$ cat src/rtl/prach_ditfft3_seq.sv
`default_nettype none
// ============================================================================
// Module      : prach_ditfft3_seq
// Description : Frame sequencer in front of the PRACH radix-3 DIT butterfly.
//               Arms on start, forwards LEN upstream samples with index,
//               triplet position and frame sync, then flushes and reports
//               frame_done. Overrun and inter-sample timeout are flagged.
//               Assumes LEN is a multiple of 3 (>= 3), FLUSH >= 1 and
//               TIMEOUT >= 1.
// Revision    : 1.0 - initial release
// ============================================================================
module prach_ditfft3_seq #(
  parameter int unsigned LEN     = 243,
  parameter int unsigned FLUSH   = 2,
  parameter int unsigned TIMEOUT = 64
) (
  input  logic                   clk,
  input  logic                   rst_n,
  input  logic                   start,
  input  logic [17:0]            din_dr,
  input  logic [17:0]            din_di,
  input  logic                   din_dv,
  output logic [17:0]            dout_dr,
  output logic [17:0]            dout_di,
  output logic                   dout_dv,
  output logic                   sync_out,
  output logic [$clog2(LEN)-1:0] sample_idx,
  output logic [1:0]             trip_idx,
  output logic                   busy,
  output logic                   frame_done,
  output logic                   err_overrun,
  output logic                   err_timeout
);

  localparam int unsigned CNT_W = $clog2(LEN);
  localparam int unsigned GAP_W = (TIMEOUT > 1) ? $clog2(TIMEOUT) : 1;
  localparam int unsigned FL_W  = (FLUSH > 1) ? $clog2(FLUSH) : 1;

  localparam logic [CNT_W-1:0] c_last_idx = CNT_W'(LEN - 1);
  localparam logic [GAP_W-1:0] c_gap_last = GAP_W'(TIMEOUT - 1);
  localparam logic [FL_W-1:0]  c_fl_last  = FL_W'(FLUSH - 1);

  typedef enum logic [1:0] {
    S_IDLE  = 2'd0,
    S_ARMED = 2'd1,
    S_RUN   = 2'd2,
    S_FLUSH = 2'd3
  } state_t;

  state_t           r_state, w_state_nxt;
  logic [CNT_W-1:0] r_cnt,   w_cnt_nxt;    // index of the next sample to accept
  logic [1:0]       r_trip,  w_trip_nxt;   // triplet position of the next sample
  logic [GAP_W-1:0] r_gap,   w_gap_nxt;    // consecutive idle cycles in RUN
  logic [FL_W-1:0]  r_fl,    w_fl_nxt;     // cycles spent in FLUSH
  logic             w_fwd, w_sync, w_done, w_ovr, w_tmo;

  // State and counter registers
  always_ff @(posedge clk) begin
    if (!rst_n) begin
      r_state <= S_IDLE;
      r_cnt   <= '0;
      r_trip  <= '0;
      r_gap   <= '0;
      r_fl    <= '0;
    end else begin
      r_state <= w_state_nxt;
      r_cnt   <= w_cnt_nxt;
      r_trip  <= w_trip_nxt;
      r_gap   <= w_gap_nxt;
      r_fl    <= w_fl_nxt;
    end
  end

  // Next-state, counter updates and pulse requests for the output stage
  always_comb begin
    w_state_nxt = r_state;
    w_cnt_nxt   = r_cnt;
    w_trip_nxt  = r_trip;
    w_gap_nxt   = r_gap;
    w_fl_nxt    = r_fl;
    w_fwd       = 1'b0;
    w_sync      = 1'b0;
    w_done      = 1'b0;
    w_tmo       = 1'b0;
    // Any start outside IDLE, including the final FLUSH cycle, is an overrun
    w_ovr       = start && (r_state != S_IDLE);

    case (r_state)
      S_IDLE: begin
        if (start) begin
          w_state_nxt = S_ARMED;
          w_cnt_nxt   = '0;
          w_trip_nxt  = '0;
          w_gap_nxt   = '0;
          w_fl_nxt    = '0;
        end
      end
      S_ARMED, S_RUN: begin
        if (din_dv) begin
          w_fwd      = 1'b1;
          w_sync     = (r_state == S_ARMED);
          w_gap_nxt  = '0;
          w_trip_nxt = (r_trip == 2'd2) ? 2'd0 : r_trip + 2'd1;
          if (r_cnt == c_last_idx) begin
            w_state_nxt = S_FLUSH;
            w_fl_nxt    = '0;
          end else begin
            w_state_nxt = S_RUN;
            w_cnt_nxt   = r_cnt + CNT_W'(1);
          end
        end else if (r_state == S_RUN) begin
          // ARMED may wait forever; only RUN is guarded by the gap timer
          if (r_gap == c_gap_last) begin
            w_tmo       = 1'b1;
            w_state_nxt = S_IDLE;
          end else begin
            w_gap_nxt = r_gap + GAP_W'(1);
          end
        end
      end
      S_FLUSH: begin
        if (r_fl == c_fl_last) begin
          w_done      = 1'b1;
          w_state_nxt = S_IDLE;
        end else begin
          w_fl_nxt = r_fl + FL_W'(1);
        end
      end
      default: w_state_nxt = S_IDLE;
    endcase
  end

  // Registered outputs; sample payload only updates on a forwarded sample
  always_ff @(posedge clk) begin
    if (!rst_n) begin
      dout_dr     <= '0;
      dout_di     <= '0;
      dout_dv     <= 1'b0;
      sync_out    <= 1'b0;
      sample_idx  <= '0;
      trip_idx    <= '0;
      busy        <= 1'b0;
      frame_done  <= 1'b0;
      err_overrun <= 1'b0;
      err_timeout <= 1'b0;
    end else begin
      dout_dv     <= w_fwd;
      sync_out    <= w_sync;
      busy        <= (w_state_nxt != S_IDLE);
      frame_done  <= w_done;
      err_overrun <= w_ovr;
      err_timeout <= w_tmo;
      if (w_fwd) begin
        dout_dr    <= din_dr;
        dout_di    <= din_di;
        sample_idx <= r_cnt;
        trip_idx   <= r_trip;
      end
    end
  end

endmodule
`default_nettype wire

$ cat config.mk
export PLATFORM = sky130hd
export DESIGN_NAME = prach_ditfft3_seq
export DESIGN_NICKNAME = d
export VERILOG_FILES = /design/src/rtl/prach_ditfft3_seq.sv
export SDC_FILE = /design/constraint.sdc
export NUM_CORES = 1
export LEC_CHECK = 0
export CAP_MARGIN = 20
export CORE_UTILIZATION = 38
export CTS_CLUSTER_DIAMETER = 60
export DETAILED_ROUTE_END_ITERATION = 16
export DONT_BUFFER_PORTS = 1
export PLACE_DENSITY = 0.5
export SLEW_MARGIN = 20
export SYNTH_ARGS = -nofsm -noshare
export SYNTH_HDL_FRONTEND = slang
export SYNTH_SLANG_ARGS = --single-unit
$ cat constraint.sdc
create_clock -name clk -period 2.4 [get_ports clk]
set_clock_uncertainty 0.15 [all_clocks]
set_input_delay 0.36 -clock clk [delete_from_list [all_inputs] [get_ports clk]]
set_output_delay 0.36 -clock clk [all_outputs]
set_load 0.02 [all_outputs]
## Yosys cells after proc, flatten, opt, wreduce, memory -nomap -nowiden

Index checks and enable logic that the tools add are counted.

- Flip-flop bits (word level): 71
- Latch bits: 0
- Bits in writable memories: 0
- Memory bits (read-only): 0
- Input bits: 40
- Output and inout bits: 52
- Logic and storage cells: 76
- Memories: 0

- Add/sub/neg operators: 4
- Multiply operators: 0
- Divide/modulo/power cells: 0
- Magnitude comparators: 0
- Eq/ne operators: 12
- Shift-type cells: 0
- Mux-type cells: 29
- Bitwise gates (word level): 3
- Reductions and logical operators: 13

Operators with widths:

| cell | count |
|---|---|
| $mux W6 | 4 |
| $mux W8 | 3 |
| $mux W2 | 8 |
| $pmux W8 S2 | 1 |
| $pmux W6 S2 | 1 |
| $mux W1 | 9 |
| $reduce_and A3 Y1 | 3 |
| $add A8 B1 Y8 const B | 1 |
| $eq A8 B8 Y1 const B | 1 |
| $ne A2 B2 Y1 const B | 4 |
| $reduce_and A4 Y1 | 2 |
| $add A6 B1 Y6 const B | 1 |
| $eq A2 B2 Y1 const B | 3 |
| $eq A6 B6 Y1 const B | 1 |
| $ne A3 B3 Y1 const B | 2 |
| $pmux W2 S3 | 1 |
| $reduce_bool A2 Y1 | 3 |
| $pmux W2 S2 | 1 |
| $reduce_or A4 Y1 | 1 |
| $not A1 Y1 | 3 |
| $pmux W1 S3 | 1 |
| $add A2 B1 Y2 const B | 1 |
| $eq A2 B1 Y1 const B | 1 |
| $logic_not A2 Y1 | 1 |
| other kinds (4) | 4 |

## Depth between registers and ports, before layout

- Depth in word-level cells: 6
- Depth in mapped cells: 8
- Gate-level depth less buffers: 6

## Worst setup path after synthesis

No wires, ideal clock.

- Kind: register to register
- From: reg r_state[0]
- To: reg r_cnt[3]
- Library setup time: 0.070 ns
- Arrival: 1.731 ns
- Required time: 2.180 ns
- Slack: 0.448 ns
- Cell stages (with the launch flop): 8
- Buffers on the path: 1
- Period minus slack after synthesis: 1.952 ns
- Cell sequence: dfxtp_1 inv_1 ha_1 mux2_2 nand2_1 buf_2 or4_1 a21oi_1

- Word-level cells in the longest chain between the ends: 4

Ends and longest elaborated chain:

| what | line | source |
|---|---|---|
| start: declaration | 50 | `state_t r_state, w_state_nxt;` |
| start signal: assignment | 66 | `r_state <= w_state_nxt;` |
| $eq A2 B1 Y1 or $eq A2 B2 Y1 (tied branches) | 88 | `case (r_state)` |
| $reduce_or A2 Y1 | 88 |  |
| $ne A2 B2 Y1 (no line) or $reduce_bool A2 Y1 (tied branches) | -- |  |
| $reduce_and A4 Y1 (no line) | -- |  |
| end signal: assignment | 67 | `r_cnt <= w_cnt_nxt;` |
| end: declaration | 51 | `logic [CNT_W-1:0] r_cnt, w_cnt_nxt;` |

Several ways; a longest one is shown, not always the timed one.
A chain may end at the register's enable or synchronous reset.

## Final worst setup path

Same ends and word-level chain as after synthesis.

==> results.sh <==
export IMPL_status="completed"
export IMPL_core_mm2=0.00721
export IMPL_whs_ns=0.0146
export IMPL_netlist_instances=344
export IMPL_die_w_um=88.1
export IMPL_slew_viol_final=0
export IMPL_numClockSinks=71
export IMPL_ir_worst_vdd_uv=319
export IMPL_max_freq_ghz=0.472
export IMPL_cp_max_fo=8
export IMPL_nets=421
export IMPL_synth_seq_area_share_pct=50.4
export IMPL_wl_per_cell_um=13.5
export IMPL_critPathMaxStageDelay_ns=0.46
export IMPL_slew_limit_headroom_pct=63.3
export IMPL_endpoint_kind="flip-flop"
export IMPL_finalSetupTns_ns=0
export IMPL_ys_warn_count=0
export IMPL_viasPerCell=4.97
export IMPL_cp_cell_sequence="inv_1 -> ha_1 -> mux2_2 -> nand2_1 -> buf_4 -> or4_1 -> a21oi_1"
export IMPL_power_density_mw_per_mm2=719
export IMPL_port_buffers=0
export IMPL_drt_total_wl_mm=6.42
export IMPL_cts_tree="done"
export IMPL_cap_violations=0
export IMPL_startpoint_type="flip-flop"
export IMPL_gr_usage_all_layers_pct=16.1
export IMPL_rows=31
export IMPL_die_area_mm2=0.00776
export IMPL_critPathRequiredTime_ns=2.51
export IMPL_clock_path_buffers=2
export IMPL_worstPathArrival_ns=2.23
export IMPL_tightestPinTransition_ns=0.550
export IMPL_clk_pin_slew_ns=0.07
export IMPL_clk_latency_ns=0.33
export IMPL_gp_congestion=0.739
export IMPL_syn_nets=391
export IMPL_ios=92
export IMPL_fin_crit_sh_pct=88.3
export IMPL_cellLeakagePower_nw=1.18
export IMPL_slowest_stage="or4_1"
export IMPL_initial_core_util_pct=39.1
export IMPL_dp_hpwl_mm=4.11
export IMPL_timing_final_hold_violations=0
export IMPL_diodes=0
export IMPL_antenna_found_initial=0
export IMPL_syn_area_per_cell_um2=8.19
export IMPL_synthDistinctLibCells=40
export IMPL_fp_dieH_um=88.1
export IMPL_cts_htree_levels=3
export IMPL_drive_above_1_share_pct=7.41
export IMPL_min_period_ns=2.12
export IMPL_synth_seq_cells=71
export IMPL_postCtsSetupBuffers=0
export IMPL_drcViolationCount=0
export IMPL_cts_root_buffer="clkbuf_8"
export IMPL_syn_cell_area_mm2=0.00282
export IMPL_crit_type="flip-flop to flip-flop"
export IMPL_syn_to_final_growth_pct=21.6
export IMPL_min_path_type="input port to flip-flop"
export IMPL_via_count=2371
export IMPL_rsz0062_at_grt="false"
export IMPL_grt_overflow=0
export IMPL_ant_nets=0
export IMPL_grt_pass1_wl_mm=9.59
export IMPL_grt_start_max_net_pins=48
export IMPL_numCtsBuffers=9
export IMPL_dr_pass1_iters=4
export IMPL_cts_resized=0
export IMPL_drt_iter0_markers=73
export IMPL_setup_viol=0
export IMPL_grt_pass1_vias=2114
==> timing repair <==
action | CTS | global route
endpoints found under the setup margin | 0 | 0
hold buffers | 33 | 0
hold endpoints to repair | 33 | 0
==> layout by cell type, fill, tap and decap left out, drive strengths merged, types with 2 or more instances in the layout <==
| cell | instances |
|---|---|
| dfxtp | 71 |
| nand2b | 5 |
| nor4 | 3 |
| nand3 | 5 |
| or3 | 4 |
| nand2 | 105 |
| clkinvlp | 2 |
| clkbuf | 10 |
| a21oi | 59 |
| inv | 10 |
| ha | 7 |
| mux2 | 2 |
| o21a | 2 |
| dlygate4sd3 | 33 |
| or4 | 7 |
| o22ai | 2 |
| o31ai | 4 |
| nor2 | 7 |
| o211ai | 3 |
| clkinv | 2 |
| and2 | 3 |
| xnor2 | 2 |
| buf | 6 |
| and3 | 5 |
| o21ai | 5 |
==> layer usage <==
layer	up-vias	wire (µm)	GRT usage (%)
met5	-	0	0
met4	0	50	7.04
met3	6	413	5.09
met2	61	2940	27.2
met1	1080	3010	18.6
li1	1224	-	-
==> cell usage after synthesis (all sizes together) <==
| cell type | count | area (µm²) |
|---|---|---|
| dfxtp | 71 | 1420 |
| nand4b | 1 | 8.76 |
| mux2i | 1 | 10.0 |
| a31oi | 1 | 6.26 |
| inv | 9 | 33.8 |
| nand2b | 5 | 31.3 |
| clkbuf | 9 | 33.8 |
| nand2 | 105 | 394 |
| o211ai | 3 | 22.5 |
| o22ai | 2 | 12.5 |
| o311ai | 1 | 8.76 |
| mux2 | 2 | 22.5 |
| nor2b | 1 | 6.26 |
| xor2 | 1 | 8.76 |
| nor3b | 1 | 7.51 |
| nor2 | 7 | 26.3 |
| nand4 | 1 | 6.26 |
| or3 | 4 | 25.0 |
| and3 | 5 | 32.5 |
| o221ai | 1 | 15.0 |
| nor4 | 3 | 18.8 |
| and2 | 3 | 18.8 |
| nand3b | 1 | 7.51 |
| nor4bb | 1 | 10.0 |
| a211oi | 1 | 7.51 |
| a21oi | 59 | 295 |
| nand3 | 5 | 25.0 |
| o41ai | 1 | 8.76 |
| buf | 11 | 55.1 |
| o21a | 2 | 15.0 |
| o21ai | 5 | 25.0 |
| o31ai | 4 | 30.0 |
| xnor2 | 2 | 17.5 |
| ha | 7 | 87.6 |
| or4 | 7 | 52.6 |
| or4b | 1 | 10.0 |
==> area by class of cell <==
type / instances / area [µm²]
fillers: 726 / 3790
flip-flops and latches: 71 / 1420
multi-input cells: 244 / 1280
repair buffers: 39 / 400
clock buffers: 10 / 138
well taps: 99 / 124
clock inverters: 5 / 33.8
inverters: 9 / 33.8
==> sequential cells by signal, indices dropped and copies added (netlist names) <==
signal / flops
busy: 1
dout_di: 18
dout_dr: 18
dout_dv: 1
err_overrun: 1
err_timeout: 1
frame_done: 1
r_cnt: 8
r_fl: 1
r_gap: 6
r_state: 2
r_trip: 2
sample_idx: 8
sync_out: 1
trip_idx: 2
==> power breakdown <==
group          switching [mW]  internal (mW)
registers              0.0896           1.23
clock network           0.437          0.397
logic                   0.183          0.129
total                   0.709           1.76
==> final timing paths <==
kind	end	slack (ns)	from	depth (start not counted)
setup / recovery	r_cnt[3]	0.28	r_state[0]	7
hold / removal	dout_dr[15]	0.01	din_dr[15]	2
setup reg to reg	r_cnt[3]	0.28	r_state[0]	7
hold reg to reg	sample_idx[7]	0.33	r_cnt[7]	2
==> metrics by stage <==
step | area [µm²] | worst slack, ns | power [mW] | std cells | util [%]
floorplan | 2820 | 0.448 | 1.54 | 344 | -
global placement | 2930 | 0.336 | 1.61 | 429 | 40.5
detailed placement | 2930 | 0.321 | 1.62 | 429 | 40.5
CTS | 3430 | 0.285 | 2.51 | 477 | 47.5
global route | 3430 | 0.145 | 2.60 | 477 | 47.5
finish | 3430 | 0.281 | 2.47 | 477 | 47.5
==> critical path, delay by kind of cell, from the launching register on <==
kind                       cells  cell delay (ns)
muxes                          1             0.24
and+or+nand+nor                2             0.56
buffers and inverters          2             0.27
AOI/OAI and AO/OA              1             0.15
adders and majority gates      1             0.32
DFF                            1             0.37
==> logic make-up after synthesis <==
logic type	Yosys count	synth area share [%]
AND/OR/NAND/NOR	151	24.2
AO/OA/AOI/OAI	80	15.9
flip-flops	71	50.4
buffers and inverters	29	4.35
adder cells (fa/ha/maj)	7	3.11
XOR/XNOR	3	0.933
multiplexers	3	1.15
Power figures use the tool's default switching activity.
